==> src/rtl/muldiv_pkg.sv <==
// muldiv_pkg: op/state enums, op predicates and wide
// negate/magnitude helpers shared by the multiply/divide unit.
package muldiv_pkg;

  // Helpers work on a wide word and callers truncate;
  // covers XLEN up to 128 (2*XLEN accumulator).
  localparam int unsigned MD_MAXW = 256;

  typedef logic [MD_MAXW-1:0] md_word_t;

  typedef enum logic [2:0] {
    OP_MUL    = 3'b000,
    OP_MULH   = 3'b001,
    OP_MULHSU = 3'b010,
    OP_MULHU  = 3'b011,
    OP_DIV    = 3'b100,
    OP_DIVU   = 3'b101,
    OP_REM    = 3'b110,
    OP_REMU   = 3'b111
  } muldiv_op_e;

  typedef enum logic [1:0] {
    S_IDLE = 2'd0,
    S_CALC = 2'd1,
    S_FIX  = 2'd2,
    S_DONE = 2'd3
  } muldiv_state_e;

  function automatic logic is_div(input muldiv_op_e op);
    return op[2];
  endfunction

  function automatic logic is_rem(input muldiv_op_e op);
    return op[2] & op[1];
  endfunction

  // MUL keeps only the low half, which is
  // sign-agnostic, so it runs unsigned.
  function automatic logic is_signed_a(input muldiv_op_e op);
    return op inside {OP_MULH, OP_MULHSU, OP_DIV, OP_REM};
  endfunction

  function automatic logic is_signed_b(input muldiv_op_e op);
    return op inside {OP_MULH, OP_DIV, OP_REM};
  endfunction

  function automatic md_word_t md_neg(input md_word_t v);
    return -v;
  endfunction

  function automatic md_word_t md_mag(input md_word_t v,
                                      input logic neg);
    return neg ? md_neg(v) : v;
  endfunction

endpackage

==> src/rtl/muldiv_unit.sv <==
// muldiv_unit: iterative RV M-extension mul/div (1 bit/cycle).
// Ports: valid_i/ready_o req, op_i a_i b_i tag_i, flush_i, valid_o/ready_i result_o tag_o.
module muldiv_unit
  import muldiv_pkg::*;
#(
  parameter int unsigned XLEN = 64,
  parameter int unsigned TAGW = 5
) (
  input  logic            clk_i,
  input  logic            rst_ni,
  input  logic            valid_i,
  output logic            ready_o,
  input  logic [2:0]      op_i,
  input  logic [XLEN-1:0] a_i,
  input  logic [XLEN-1:0] b_i,
  input  logic [TAGW-1:0] tag_i,
  input  logic            flush_i,
  output logic            valid_o,
  input  logic            ready_i,
  output logic [XLEN-1:0] result_o,
  output logic [TAGW-1:0] tag_o
);

  localparam int unsigned CW = $clog2(XLEN + 1);
  localparam int unsigned W2 = 2 * XLEN;
  localparam logic [CW-1:0] CNT_LAST = CW'(XLEN - 1);

  muldiv_state_e   state_q;
  muldiv_op_e      op_q;
  logic [TAGW-1:0] tag_q;
  logic [CW-1:0]   cnt_q;
  logic [W2-1:0]   acc_q;
  logic [XLEN-1:0] dvs_q;
  logic            neg_q;
  logic [XLEN-1:0] result_q;

  muldiv_op_e      op_e;
  logic            sa, sb, a_neg, b_neg;
  logic            div_op, rem_op;
  logic            div_zero, ovf, special;
  logic            res_neg;
  logic [XLEN-1:0] a_mag, b_mag, spec_res;

  logic [XLEN:0]   mul_sum;
  logic [XLEN:0]   div_sh, div_diff;
  logic [W2-1:0]   acc_d;
  logic [W2-1:0]   prod_fix;
  logic [XLEN-1:0] div_sel, div_fix, result_d;

  // Accept-side decode: magnitudes, result sign, special cases.
  always_comb begin
    op_e     = muldiv_op_e'(op_i);
    sa       = is_signed_a(op_e);
    sb       = is_signed_b(op_e);
    a_neg    = sa & a_i[XLEN-1];
    b_neg    = sb & b_i[XLEN-1];
    a_mag    = XLEN'(md_mag(MD_MAXW'(a_i), a_neg));
    b_mag    = XLEN'(md_mag(MD_MAXW'(b_i), b_neg));
    div_op   = is_div(op_e);
    rem_op   = is_rem(op_e);
    div_zero = div_op && (b_i == '0);
    ovf      = div_op && sa
            && (a_i == {1'b1, {(XLEN-1){1'b0}}})
            && (b_i == '1);
    special  = div_zero | ovf;
    res_neg  = rem_op ? a_neg : (a_neg ^ b_neg);
    if (div_zero)
      spec_res = rem_op ? a_i : '1;
    else
      spec_res = rem_op ? '0 : a_i;
  end

  // One iteration. Multiply: acc = {hi, multiplier}, add
  // and shift right. Divide: acc = {rem, dividend}, shift
  // left, restore on borrow.
  always_comb begin
    mul_sum  = {1'b0, acc_q[W2-1:XLEN]}
             + (acc_q[0] ? {1'b0, dvs_q} : '0);
    div_sh   = acc_q[W2-1:XLEN-1];
    div_diff = div_sh - {1'b0, dvs_q};
    if (is_div(op_q)) begin
      if (div_diff[XLEN])
        acc_d = {div_sh[XLEN-1:0], acc_q[XLEN-2:0], 1'b0};
      else
        acc_d = {div_diff[XLEN-1:0], acc_q[XLEN-2:0], 1'b1};
    end else begin
      acc_d = {mul_sum, acc_q[XLEN-1:1]};
    end
  end

  // Sign fix-up of the raw magnitude result.
  always_comb begin
    prod_fix = W2'(md_mag(MD_MAXW'(acc_q), neg_q));
    div_sel  = is_rem(op_q) ? acc_q[W2-1:XLEN]
                            : acc_q[XLEN-1:0];
    div_fix  = XLEN'(md_mag(MD_MAXW'(div_sel), neg_q));
    if (is_div(op_q))
      result_d = div_fix;
    else if (op_q == OP_MUL)
      result_d = prod_fix[XLEN-1:0];
    else
      result_d = prod_fix[W2-1:XLEN];
  end

  always_ff @(posedge clk_i or negedge rst_ni) begin
    if (!rst_ni) begin
      state_q  <= S_IDLE;
      op_q     <= OP_MUL;
      tag_q    <= '0;
      cnt_q    <= '0;
      acc_q    <= '0;
      dvs_q    <= '0;
      neg_q    <= 1'b0;
      result_q <= '0;
    end else if (flush_i) begin
      state_q <= S_IDLE;
      cnt_q   <= '0;
    end else begin
      unique case (state_q)
        S_IDLE: begin
          if (valid_i) begin
            op_q  <= op_e;
            tag_q <= tag_i;
            neg_q <= res_neg;
            cnt_q <= '0;
            if (special) begin
              result_q <= spec_res;
              state_q  <= S_DONE;
            end else begin
              acc_q   <= {{XLEN{1'b0}}, a_mag};
              dvs_q   <= b_mag;
              state_q <= S_CALC;
            end
          end
        end
        S_CALC: begin
          acc_q <= acc_d;
          cnt_q <= cnt_q + CW'(1);
          if (cnt_q == CNT_LAST)
            state_q <= S_FIX;
        end
        S_FIX: begin
          result_q <= result_d;
          state_q  <= S_DONE;
        end
        S_DONE: begin
          if (ready_i)
            state_q <= S_IDLE;
        end
        default: state_q <= S_IDLE;
      endcase
    end
  end

  assign ready_o  = (state_q == S_IDLE);
  assign valid_o  = (state_q == S_DONE);
  assign result_o = result_q;
  assign tag_o    = tag_q;

endmodule

==> config.mk <==
export PLATFORM = sky130hd
export DESIGN_NAME = muldiv_unit
export DESIGN_NICKNAME = d
export VERILOG_FILES = /design/src/rtl/muldiv_pkg.sv /design/src/rtl/muldiv_unit.sv
export SDC_FILE = /design/constraint.sdc
export NUM_CORES = 2
export LEC_CHECK = 0
export ABC_CLOCK_PERIOD_IN_PS = 6480
export BUFFER_PORTS_ARGS = -buffer_cell sky130_fd_sc_hd__buf_2
export CORE_MARGIN = 4
export CORE_UTILIZATION = 44
export CTS_CLUSTER_DIAMETER = 80
export CTS_CLUSTER_SIZE = 24
export DETAILED_ROUTE_END_ITERATION = 6
export GPL_ROUTABILITY_DRIVEN = 1
export MAX_ROUTING_LAYER = met4
export PLACE_DENSITY = 0.63
export SYNTH_ARGS = -nofsm -noshare
export SYNTH_HDL_FRONTEND = slang
export SYNTH_SLANG_ARGS = --single-unit
==> constraint.sdc <==
create_clock -name clk_i -period 6.48 [get_ports clk_i]
set_input_delay 1.296 -clock clk_i [delete_from_list [all_inputs] [get_ports clk_i]]
set_output_delay 1.296 -clock clk_i [all_outputs]
set_load 0.03 [all_outputs]
==> flow_summary.ini <==
[outcome]
outcome = finished clean

[cts]
tritoncts = built
clk_path_buf_depth = 3
post_cts_buffers = 0
numCtsBuffers = 26
post_cts_resize_count = 0
insertion_delay_ps = 610
clockRootBuffer = clkbuf_16
htreeDepth = 1
clock-sinks = 274
path_clk_slew_ps = 100
holdBufCountCts = 0

[worst_hold_path]
hold_path.class = reg2reg

[synthesis]
synth_top_area_share = 0.217
netlist_area_um2 = 31700
synth-async-reset-ratio = 1.00
synth_top_cells_by_count = 527 x nand2_1, 471 x o21ai_0, 400 x nor2_1
synth.distinct_cells = 97
synth-edff-count = 0
synth_area_per_cell_um2 = 7.23
synth_seq_cells = 274
synth_top_cells_by_area = dfrtp_1 22%, o21ai_0 7.4%, nand2_1 6.2%, xor2_1 5.6%, xnor2_1 5.6%
syn_nets = 4662
post-synth-top-area-cell = dfrtp_1
yosys_most_used_dff = dfrtp_1
synth_most_common_cell = nand2_1
ys_seq_area_frac = 0.217
synth_cells = 4381
yosys_warnings = 0

[route]
wl_per_cell_um = 24.0
vias = 33778
final_antenna_net_count = 0
first_pass_iters = 6
drtIter0Drc = 4030
drc = 0
via_per_inst = 6.35
finalWirelength_mm = 128

[global_routing]
groute.usage.overall = 0.326
grt_remaining_overflow = 0
grt_start_max_net_pins = 115
grt_pass1_vias = 31506
antenna_found_initial = 1
grt_pass1_wl_mm = 193

[sta]
fin_skew_ps = 34.2
setup-tns-final_ps = 0
whs_ps = 479
maxSlewViolCount = 0
worst_pin_slew_ps = 1230
clock.fmax_ghz = 0.197
period_share = 0.784
finalCriticalPeriod_ps = 5080
finalSetupViolations = 0
slew_headroom = 0.173
rsz0062_at_grt = no
finalHoldViolCount = 0

[power]
power.density_nw_per_um2 = 560
cellLeakagePower_nw = 14.9
p_total_mw = 19.2
irDropWorstVdd_v = 0.000364

[setup_path]
slowest_stage = and2_1
path_cells = and2_1 > nand3_1 > a2111oi_0 > nand3b_1 > nor4_1 > nand3_1 > mux2i_1 > o21ai_0 > nor3_1 > nor3_1
arrival_ps = 5580
worstSetupPathType = reg2reg
cp_top_family = simple AND/OR/NAND/NOR gates
cp_data_required_time_ps = 6980
crit_path_end_kind = flop
cp_max_fo = 58
start_kind = flop
cpPeakStageDelay_ps = 930
path_buf_inv = 0

[floorplanning]
die_w_um = 276
core_area_um2 = 71400
start_util = 0.444
ios = 212
dieArea_um2 = 76300
rows = 98
die_y_um = 276

[cells_and_area]
nets = 4629
postLayoutCellArea_um2 = 34300
area_delta_synth_final_pct = 8.25
drive_above_1_share = 0.101
fillers = 7352
postLayoutCoreUtil = 0.480

[run]
maxCapViolations = 0

[placed_design]
place_area_um2 = 33300
gp_congestion = 1.04
portBuffers = 211
dp_hpwl_mm = 97.7
==> tightest hold or removal path, stage by stage (launching register included) <==
cell     delay, ps
dfrtp_1        350
nand2_1         50
o31ai_1         50
==> cell families after synthesis <==
| kind of cell | Yosys count | synth area share |
|---|---|---|
| buffers and inverters | 489 | 0.0600 |
| adder cells (fa/ha/maj) | 140 | 0.0558 |
| multiplexers | 177 | 0.0569 |
| AO/OA/AOI/OAI | 1392 | 0.273 |
| flip-flops | 274 | 0.217 |
| XOR/XNOR | 406 | 0.112 |
| AND/OR/NAND/NOR | 1503 | 0.226 |
==> report_power, final <==
part / switching [mW] / leakage (nW) / internal (mW)
logic: 8.64 / 11.0 / 4.85
clock network: 0.931 / 0.461 / 0.847
registers: 1.51 / 3.49 / 2.43
total: 11.1 / 14.9 / 8.13
==> final timing paths <==
kind	slack (ps)	end	start	depth (start not counted)
worst min-delay path	480	result_o[31]	result_o[31]	2
min in group asynchronous	630	result_o[8]	rst_ni	1
worst max register to register	1400	result_o[53]	op_q[2]	10
worst min register to register	480	result_o[31]	result_o[31]	2
worst max-delay path	1400	result_o[53]	op_q[2]	10
max in group asynchronous	4750	result_o[55]	rst_ni	2
==> cell type report <==
cell class | count | area [um2] | share of cell area
tap | 950 | 1190 | 0.0347
timing repair buffer | 292 | 1770 | 0.0518
inverter | 136 | 510 | 0.0149
clock buffer | 28 | 679 | 0.0198
multi-input combinational | 3618 | 23000 | 0.670
sequential | 274 | 6870 | 0.200
clock inverter | 20 | 287 | 0.00836
antenna | 1 | 2.50 | 0.0000730
==> state kept, by name (all words and copies together), names as in the netlist <==
signal    cells
state_q       2
neg_q         1
cnt_q         7
acc_q       128
op_q          3
tag_o         5
dvs_q        64
result_o     64
==> layer usage <==
layer | vias up | routed length [um] | track usage
li1 | 15710 | - | -
met5 | - | 0 | -
met2 | 1830 | 54700 | 0.482
met1 | 15956 | 55600 | 0.456
met3 | 282 | 12200 | 0.0415
met4 | 0 | 5430 | 0.121
==> layout by cell type, fill, tap and decap left out, drive strengths merged, types with 29 or more instances in the layout <==
cell type | synthesis | final
a211oi | 41 | 41
nand2b | 43 | 43
xor2 | 204 | 204
or2 | 32 | 32
nor3 | 112 | 112
nand4 | 77 | 77
nand2 | 527 | 527
o31ai | 82 | 82
a21oi | 343 | 343
or4 | 37 | 37
mux2i | 154 | 154
or3 | 42 | 42
and2 | 35 | 35
o21ai | 478 | 478
nand3 | 59 | 59
xnor2 | 202 | 202
nor4 | 54 | 54
dfrtp | 274 | 274
ha | 138 | 138
a21o | 67 | 67
inv | 135 | 147
buf | 63 | 292
nor2 | 401 | 401
a31oi | 49 | 49
a22oi | 36 | 36
o41ai | 29 | 29
o211ai | 39 | 39
==> stage by stage <==
step,worst slack [ps],instances
2_1_floorplan,1920,4381
3_3_place_gp,1080,5270
3_5_place_dp,994,5270
4_1_cts,1620,5318
5_1_grt,1060,5318
6_report,1400,5319
(Power assumes the default switching activity.)
